File: config.mk
export PLATFORM = sky130hd
export DESIGN_NAME = blit_cnt
export DESIGN_NICKNAME = d
export VERILOG_FILES = /design/src/rtl/blit_cnt_pkg.sv /design/src/rtl/blit_cnt_dcr.sv /design/src/rtl/blit_cnt.sv
export SDC_FILE = /design/constraint.sdc
export NUM_CORES = 1
export LEC_CHECK = 0
export ABC_AREA = 1
export BUFFER_PORTS_ARGS = -buffer_cell sky130_fd_sc_hd__buf_2
export CAP_MARGIN = 10
export CORE_ASPECT_RATIO = 1.1
export CORE_MARGIN = 2
export CORE_UTILIZATION = 45
export CTS_BUF_LIST = sky130_fd_sc_hd__clkbuf_2 sky130_fd_sc_hd__clkbuf_4 sky130_fd_sc_hd__clkbuf_8
export DETAILED_ROUTE_END_ITERATION = 10
export PLACE_DENSITY = 0.67
export SYNTH_ARGS = -nofsm -noshare
export SYNTH_HDL_FRONTEND = slang
export SYNTH_HIERARCHICAL = 1
export SYNTH_SLANG_ARGS = --single-unit
File: constraint.sdc
create_clock -name clk -period 2.1 [get_ports clk]
set_clock_uncertainty 0.05 [all_clocks]
set_input_delay 0.105 -clock clk [delete_from_list [all_inputs] [get_ports clk]]
set_output_delay 0.105 -clock clk [all_outputs]
set_load 0.05 [all_outputs]
File: src/rtl/blit_cnt_pkg.sv
// Shared types and constants for the blitter loop-count sequencer.
package blit_cnt_pkg;

    // Sequencer states: idle, inner-loop stepping, one-cycle outer advance
    typedef enum logic [1:0] {
        IDLE  = 2'd0,
        RUN   = 2'd1,
        OUTER = 2'd2
    } state_e;

    // Status word bit positions
    localparam int STAT_IDLE_BIT  = 0;
    localparam int STAT_OUTER_BIT = 1;
    localparam int STAT_CNT_LSB   = 16;

    // Position of the outer count field inside the COUNT write word
    localparam int COUNT_OUTER_LSB = 16;

endpackage

File: src/rtl/blit_cnt_dcr.sv
// Loadable down counter used for both the inner and the outer loop count.
// A count of zero behaves as 2**CNT_W: decrementing zero wraps to all-ones.
module blit_cnt_dcr #(
    parameter int CNT_W = 16
) (
    input  logic             clk,
    input  logic             resetl,
    input  logic             ld,
    input  logic             dec,
    input  logic [CNT_W-1:0] d,
    output logic [CNT_W-1:0] q,
    output logic             is_one
);

    logic [CNT_W-1:0] r_q;

    // Counter register: load wins over decrement
    // NOTE: sequential state uses non-blocking assignments so every flop samples pre-edge values.
    always_ff @(posedge clk or negedge resetl) begin
        if (!resetl) begin
            r_q <= '0;
        end else if (ld) begin
            r_q <= d;
        end else if (dec) begin
            r_q <= r_q - CNT_W'(1);
        end
    end

    assign q      = r_q;
    assign is_one = (r_q == CNT_W'(1));

endmodule

File: src/rtl/blit_cnt.sv
// Blitter loop-count sequencer: latches COUNT, runs the inner/outer loop,
// handshakes pixel steps with the datapath and pulses outer_step/blit_done.
// Optional feature: define BLIT_CNT_RDBACK_EN to expose the live inner count
// in the upper half of the status word.
module blit_cnt
    import blit_cnt_pkg::*;
#(
    parameter int CNT_W = 16
) (
    input  logic        clk,
    input  logic        resetl,
    input  logic        countld,
    input  logic        cmdld,
    input  logic        stopld,
    input  logic        statrd,
    input  logic [31:0] gpu_din,
    input  logic        step,
    output logic        step_rdy,
    output logic        busy,
    output logic        outer_step,
    output logic        blit_done,
    output logic [31:0] stat_dout
);

    state_e           r_state;
    state_e           w_next;
    logic [CNT_W-1:0] r_inner_ld;
    logic [CNT_W-1:0] r_outer_ld;
    logic [CNT_W-1:0] w_icnt;
    logic [CNT_W-1:0] w_ocnt;
    logic [CNT_W-1:0] w_rdback;
    logic             w_icnt_one;
    logic             w_ocnt_one;
    logic             w_i_ld;
    logic             w_i_dec;
    logic             w_o_ld;
    logic             w_o_dec;
    logic             w_last;
    logic             r_busy;
    logic             r_outer_step;
    logic             r_blit_done;
    logic [31:0]      w_stat;

    // COUNT latches: only writable while the sequencer is idle
    always_ff @(posedge clk or negedge resetl) begin
        if (!resetl) begin
            r_inner_ld <= '0;
            r_outer_ld <= '0;
        end else if (countld && (r_state == IDLE)) begin
            r_inner_ld <= gpu_din[CNT_W-1:0];
            r_outer_ld <= gpu_din[COUNT_OUTER_LSB +: CNT_W];
        end
    end

    blit_cnt_dcr #(.CNT_W(CNT_W)) u_icnt (
        .clk    (clk),
        .resetl (resetl),
        .ld     (w_i_ld),
        .dec    (w_i_dec),
        .d      (r_inner_ld),
        .q      (w_icnt),
        .is_one (w_icnt_one)
    );

    blit_cnt_dcr #(.CNT_W(CNT_W)) u_ocnt (
        .clk    (clk),
        .resetl (resetl),
        .ld     (w_o_ld),
        .dec    (w_o_dec),
        .d      (r_outer_ld),
        .q      (w_ocnt),
        .is_one (w_ocnt_one)
    );

    // State register
    always_ff @(posedge clk or negedge resetl) begin
        if (!resetl) begin
            r_state <= IDLE;
        end else begin
            r_state <= w_next;
        end
    end

    // Next-state and counter control; stop takes precedence over a step
    // NOTE: every signal gets a default first so no path leaves one unassigned and infers a latch.
    always_comb begin
        w_next  = r_state;
        w_i_ld  = 1'b0;
        w_i_dec = 1'b0;
        w_o_ld  = 1'b0;
        w_o_dec = 1'b0;
        w_last  = 1'b0;
        case (r_state)
            IDLE: begin
                if (cmdld) begin
                    w_next = RUN;
                    w_i_ld = 1'b1;
                    w_o_ld = 1'b1;
                end
            end
            RUN: begin
                if (stopld) begin
                    w_next = IDLE;
                end else if (step) begin
                    w_i_dec = 1'b1;
                    if (w_icnt_one) begin
                        if (w_ocnt_one) begin
                            w_next = IDLE;
                            w_last = 1'b1;
                        end else begin
                            w_next = OUTER;
                        end
                    end
                end
            end
            OUTER: begin
                if (stopld) begin
                    w_next = IDLE;
                end else begin
                    w_o_dec = 1'b1;
                    w_i_ld  = 1'b1;
                    w_next  = RUN;
                end
            end
            default: w_next = IDLE;
        endcase
    end

    // Registered status outputs, aligned with the state they describe
    always_ff @(posedge clk or negedge resetl) begin
        if (!resetl) begin
            r_busy       <= 1'b0;
            r_outer_step <= 1'b0;
            r_blit_done  <= 1'b0;
        end else begin
            r_busy       <= (w_next != IDLE);
            r_outer_step <= (w_next == OUTER);
            r_blit_done  <= w_last;
        end
    end

`ifdef BLIT_CNT_RDBACK_EN
    assign w_rdback = w_icnt;
`else
    assign w_rdback = '0;
`endif

    // Status read mux: zero unless the read strobe is active
    always_comb begin
        w_stat                          = '0;
        w_stat[STAT_IDLE_BIT]           = ~r_busy;
        w_stat[STAT_OUTER_BIT]          = (r_state == OUTER);
        w_stat[STAT_CNT_LSB +: CNT_W]   = w_rdback;
        stat_dout                       = statrd ? w_stat : 32'h0;
    end

    assign step_rdy   = (r_state == RUN);
    assign busy       = r_busy;
    assign outer_step = r_outer_step;
    assign blit_done  = r_blit_done;

endmodule

==> results of run 1 <==
[routing by layer]
metal  track usage (%)  vias up
li1                  -     1791
met1              28.8     1664
met2              33.4      111
met3              3.70       15
met4              7.92        0
met5                 0        -
[per-stage QoR]
stage	hold slack (ps)	setup slack, ps	total power, W	cells
2_1_floorplan	-241	415	0.00350	558
3_3_place_gp	107	245	0.00381	678
3_5_place_dp	109	201	0.00386	678
4_1_cts	98.5	172	0.00510	729
5_1_grt	133	209	0.00547	729
6_report	111	336	0.00507	729
[worst register-to-register path, stage by stage (launching register included)]
cell,delay [ps]
dfrtp_1,440
nor2_1,190
nand2_1,80
nor4_1,510
nand2_1,140
nor2_1,110
nand2_1,100
nand3_1,90
[what timing repair did]
item                       4_1_cts  5_1_grt
setup endpoints to repair        0        2
hold endpoints to repair       102        0
resized for setup                0        1
hold buffers                    35        0
[sequential cells by signal, indices dropped and copies added (netlist names)]
name	flops
r_inner_ld	16
u_ocnt/q	16
u_icnt/q	16
r_outer_ld	16
blit_done	1
outer_step	1
busy	1
r_state	2
[power by group through the flow]
stage / combinational (W) / clock [W] / sequential, W
global route: 0.00209 / 0.00126 / 0.00212
CTS: 0.00184 / 0.00120 / 0.00206
finish: 0.00183 / 0.00117 / 0.00207
detailed placement: 0.00178 / 0 / 0.00208
floorplan: 0.00150 / 0 / 0.00199
global placement: 0.00174 / 0 / 0.00207
[path summary, 6_finish.rpt]
check / start / end / slack (ps) / depth (start not counted)
worst min register to register: r_inner_ld[2]$_DFFE_PN0P_ / r_inner_ld[2]$_DFFE_PN0P_ / 430 / 2
worst min-delay path: countld / r_outer_ld[2]$_DFFE_PN0P_ / 110 / 3
worst max register to register: u_icnt/q[13]$_DFFE_PN0P_ / busy$_DFF_PN0_ / 340 / 7
worst max-delay path: u_icnt/q[13]$_DFFE_PN0P_ / busy$_DFF_PN0_ / 340 / 7
max in group asynchronous: resetl / r_inner_ld[9]$_DFFE_PN0P_ / 1440 / 3
min in group asynchronous: resetl / u_ocnt/q[5]$_DFFE_PN0P_ / 240 / 3
[logic make-up after synthesis]
kind of cell,synth area share (%)
simple gates,35.7
buf+inv,12.7
flops,42.9
compound gates,6.21
xor+xnor,1.24
fa+ha+maj,1.24
other cells,0.0931
[layout by cell type, fill, tap and decap left out, drive strengths merged]
cell type	instances
a21oi	2
a22oi	16
a31oi	2
buf	54
bufinv	1
clkbuf	13
clkinv	1
clkinvlp	1
conb	30
dfrtp	69
dlygate4sd3	35
ha	4
inv	48
nand2	181
nand3	71
nor2	61
nor3	2
nor4	2
o211ai	4
o21ai	6
o221ai	4
o22ai	2
or2	2
xnor2	2
xor2	2
[area by class of cell]
type | instances | area (sq um) | area share, %
Clock buffer | 13 | 173 | 3.58
Timing Repair Buffer | 89 | 658 | 13.6
Tap cell | 114 | 143 | 2.96
Sequential cell | 69 | 1730 | 35.8
Inverter | 48 | 180 | 3.73
Clock inverter | 3 | 42.5 | 0.882
Multi-Input combinational cell | 393 | 1900 | 39.4
==> flow_summary.toml, run 1 <==
[power]
p_leak_nw = 2.58
power_switching_w = 0.00208
p_seq_share_pct = 40.8
p_clk_share_pct = 23.1
vdd_drop_max_mv = 0.566
pwr-share-comb_pct = 36.1
p_int_w = 0.00299
power.density_nw_per_um2 = 1050
p_sw_share_pct = 41.0

[synthesis]
synth_common_cells = "172 x nand2_1, 71 x nand3_1, 69 x dfrtp_1"
synth.cell_area_sq_um = 4030
synth-edff-count = 0
synth_area_per_cell_sq_um = 7.61
yosys_warnings = 6
synth_cell_type_count = 29
ys_seq_elements = 69
synth_top_area_share_pct = 42.9
yosys.area.top_type = "dfrtp_1"
syn_inst = 529
synth_seq_area_share_pct = 42.9
ys_async_sr_fraction_pct = 100
synth_area_leaders = "dfrtp_1 43%, nand2_1 16%, nand3_1 8.8%"
synth.most_common_cell = "nand2_1"
synth_flop_cell = "dfrtp_1"

[placed_design]
io_buffers = 44
post_dp_cell_area_sq_um = 4260
gp_congestion = 0.878
post-dp-hpwl_mm = 6.37

[setup_path]
arrival_ps = 2000
path_common_cell = "nand2_1"
worstSetupStartpointType = "register"
crit_chain = "nor2_1 -> nand2_1 -> nor4_1 -> nand2_1 -> nor2_1 -> nand2_1 -> nand3_1"
end_kind = "register"
critPathSlowestCell = "nor4_1"
worst-setup-path-type = "reg2reg"
worst_ep_required_time_ps = 2340
critPathTopFamily = "simple AND/OR/NAND/NOR gates"
cp_max_fo = 5
slowest_delay_ps = 510
critPathBufInv = 0

[cts]
cts-root-buf = "clkbuf_8"
cts_num_sinks = 69
worstSkewPairLatency_ps = 350
path_clk_slew_ps = 80
h-tree-depth = 3
cts_tree = "built"
cts_buffer_depth = 2
cts_buffers = 9
post_cts.repair.setup_buffers = 0

[floorplan]
core_sq_um = 8780
die_h_um = 103
die_x_um = 94.2
dieArea_sq_um = 9720
num_rows = 36
initial_core_util_pct = 45.9
boundaryPins = 75

[route]
antenna_left = 0
highest_layer = "met4"
met1Wirelength_mm = 4.31
wl_met3_um = 583
wl_met2_mm = 4.43
drc = 0
vias_per_cell = 4.91
firstDrtPassIters = 5
drt-wirelength-per-cell_um = 13.0
num_vias = 3581
drt_wl_total_mm = 9.51
drt_iter0_markers = 296

[timing]
rsz0062_at_grt = "false"
worst_pin_slew_ps = 525
relSlewSlack_pct = 64.7
period_share_pct = 84.0
hold_viol = 0
setup_viol = 0
max_freq_mhz = 567
fin_setup_tns_ps = 0
timing.final.crit_period_ps = 1760
finalMaxSlewViolations = 0

[flow_run]
maxCapViolCount = 0

[finish]
stdcell_area_sq_um = 4820
nNetsFinal = 653
fillers = 834
antennaDiodeCount = 0
area_delta_synth_final_pct = 19.8
fin_util_pct = 54.9
drive_above_1_share_pct = 15.8

[run_status]
status = "finished, final reports clean"

[worst_hold_path]
hp-class = "in2reg"

[grt]
grt_max_degree = 70
grtUsageTotal_pct = 20.9
grt_first_pass_wirelength_mm = 15.8
grt_pass1_vias = 3386
grt_overflow = 0
antenna_found_initial = 0
Note: power is estimated with default switching activity, not from simulation.
==> run 2: changes to the inputs <==
ABC_AREA = 0   (was 1)
PLACE_DENSITY = 0.68   (was 0.67)
clock period = 1.65 ns   (was 2.1 ns; I/O delays follow)
==> run 2 against run 1 <==
  * Sequential share of layout area is 4.6 points lower
  * Critical path type unchanged
  * Highest routed layer unchanged
  * Largest power group is now combinational cells
  * The run now ends with negative setup slack left
  * Sequential power grew 20%
  * Sequential cell count is the same
==> flow_summary.toml, run 2 <==
[cts]
path_clk_slew_ps = 80
cts_num_sinks = 69
cts_buffer_depth = 2
cts_buffers = 9
cts_tree = "built"
worstSkewPairLatency_ps = 360
h-tree-depth = 3
cts-root-buf = "clkbuf_8"

[finish]
fin_util_pct = 73.7
drive_above_1_share_pct = 47.0
final_cell_mix = "67 x dfrtp_1, 59 x buf_4, 44 x buf_2"
final_cells = 588
antennaDiodeCount = 0
area_delta_synth_final_pct = 57.3
layout_commonest_cell = "dfrtp_1"
fillers = 493
nNetsFinal = 521

[timing]
period_share_pct = 136
worst_pin_slew_ps = 554
finalMaxSlewViolations = 0
fin_ws_ps = -587
rsz0062_at_grt = "true"
timing.final.crit_period_ps = 2240
holdWs_ps = 113
setup_viol = 53
relSlewSlack_pct = 62.7
max_freq_mhz = 447
hold_viol = 0

[grt]
grt_overflow = 0
grt_max_degree = 33
grtUsageTotal_pct = 20.2
antenna_found_initial = 0
grt_first_pass_wirelength_mm = 13.7
grt_pass1_vias = 2957

[power]
power_switching_w = 0.00237
p_clk_share_pct = 23.2
p_leak_nw = 2.51
p_int_w = 0.00435
power_w = 0.00672
power.density_nw_per_um2 = 1210
pwr-share-comb_pct = 39.8
p_sw_share_pct = 35.3
vdd_drop_max_mv = 0.695
p_seq_share_pct = 37.0

[route]
num_vias = 2974
drt_wl_total_mm = 10.0
antenna_left = 0
firstDrtPassIters = 4
vias_per_cell = 5.06
drt_iter0_markers = 169
drt-wirelength-per-cell_um = 17.1
drc = 0

[floorplan]
boundaryPins = 75
die_x_um = 88.3
die_h_um = 96.8
dieArea_sq_um = 8550
core_sq_um = 7510
initial_core_util_pct = 46.9
num_rows = 33

[run_status]
status = "finished, violations left"
violations = "negative setup slack"

[placed_design]
gp_congestion = 0.838
io_buffers = 44
placed_cells = 521
post-dp-hpwl_mm = 5.22

[synthesis]
yosys.area.top_type = "dfrtp_1"
synth.most_common_cell = "dfrtp_1"
synth_cell_type_count = 35
synth_area_leaders = "dfrtp_1 49%, mux2_2 9.6%, buf_4 6.4%"
synth_flop_cell = "dfrtp_1"
ys_async_sr_fraction_pct = 100
synth.cell_area_sq_um = 3520
syn_inst = 325
synth_common_cells = "69 x dfrtp_1, 31 x nand2_1, 30 x buf_4, 30 x mux2_2, 26 x o21ai_0"
yosys_warnings = 6
synth_seq_area_share_pct = 49.0
ys_seq_elements = 69
synth-edff-count = 0
synth_area_per_cell_sq_um = 10.8
synth_top_area_share_pct = 49.0

[setup_path]
worstSetupStartpointType = "register"
cp_max_fo = 3
worst_ep_required_time_ps = 1850
worst-setup-path-type = "reg2reg"
end_kind = "register"
arrival_ps = 2440

[worst_hold_path]
hp-class = "in2async"

[flow_run]
maxCapViolCount = 0
-- run 2: per-stage QoR --
step	area [sq um]	setup TNS, ps	setup slack, ps
floorplan	3780	-5110	-463
global placement	4330	-7440	-411
detailed placement	4330	-8030	-464
CTS	5200	-6600	-476
global route	5540	-11670	-666
finish	5540	-7790	-587
-- run 2: kinds of logic after synthesis --
kind of cell,Yosys count,synth area share (%)
muxes,32,10.2
buffers and inverters,52,9.45
DFF,69,49.0
other,1,0.107
AOI/OAI and AO/OA,39,6.96
adders and majority gates,4,1.42
and+or+nand+nor,106,17.3
xor gates and xnor gates,22,5.47
-- run 2: area by class of cell --
cell class	instances	area, sq um	share of cell area, %
timing repair buffer	160	1330	24.0
clock buffer	9	124	2.24
inverter	5	18.8	0.339
sequential	69	1730	31.2
tap	105	131	2.37
clock inverter	7	100	1.81
multi-input combinational	233	2100	38.0
-- run 2: per-layer routing --
metal	global-route usage (%)	up-vias	wire length, um
li1	-	1384	-
met1	25.8	1481	4240
met2	34.2	92	5160
met5	0	-	0
met3	3.07	17	448
met4	7.34	0	199
-- run 2: critical path, stage by stage (launching register included) --
cell     delay (ps)
dfrtp_1         400
or4_4           550
or4_4           460
nor4_4          320
nand3_1         140
a21o_1          200
-- run 2: path summary, 6_finish.rpt --
check	startpoint	to	slack, ps	cells after the start
worst max-delay path	u_icnt/q[11]$_DFFE_PN0P_	busy$_DFF_PN0_	-590	5
worst min-delay path	resetl	r_inner_ld[6]$_DFFE_PN0P_	110	2
worst max register to register	u_icnt/q[11]$_DFFE_PN0P_	busy$_DFF_PN0_	-590	5
worst min register to register	r_inner_ld[4]$_DFFE_PN0P_	u_icnt/q[4]$_DFFE_PN0P_	440	2
max in group asynchronous	resetl	r_state[1]$_DFF_PN0_	880	3
min in group clk	stopld	outer_step$_DFF_PN0_	190	5
-- run 2: what timing repair did --
item | 4_1_cts | 5_1_grt
setup endpoints to repair | 31 | 66
buffers inserted | 9 | 4
hold endpoints to repair | 103 | 0
gates resized for setup | 53 | 60
cloned | 0 | 3
pin swaps | 11 | 13
hold buffers | 35 | 0
-- run 2: power by group through the flow --
stage	clock network [W]	registers (W)	logic, W
6_report	0.00156	0.00249	0.00268
2_1_floorplan	0	0.00247	0.00116
3_5_place_dp	0	0.00244	0.00195
3_3_place_gp	0	0.00242	0.00190
4_1_cts	0.00156	0.00242	0.00229
5_1_grt	0.00165	0.00253	0.00286
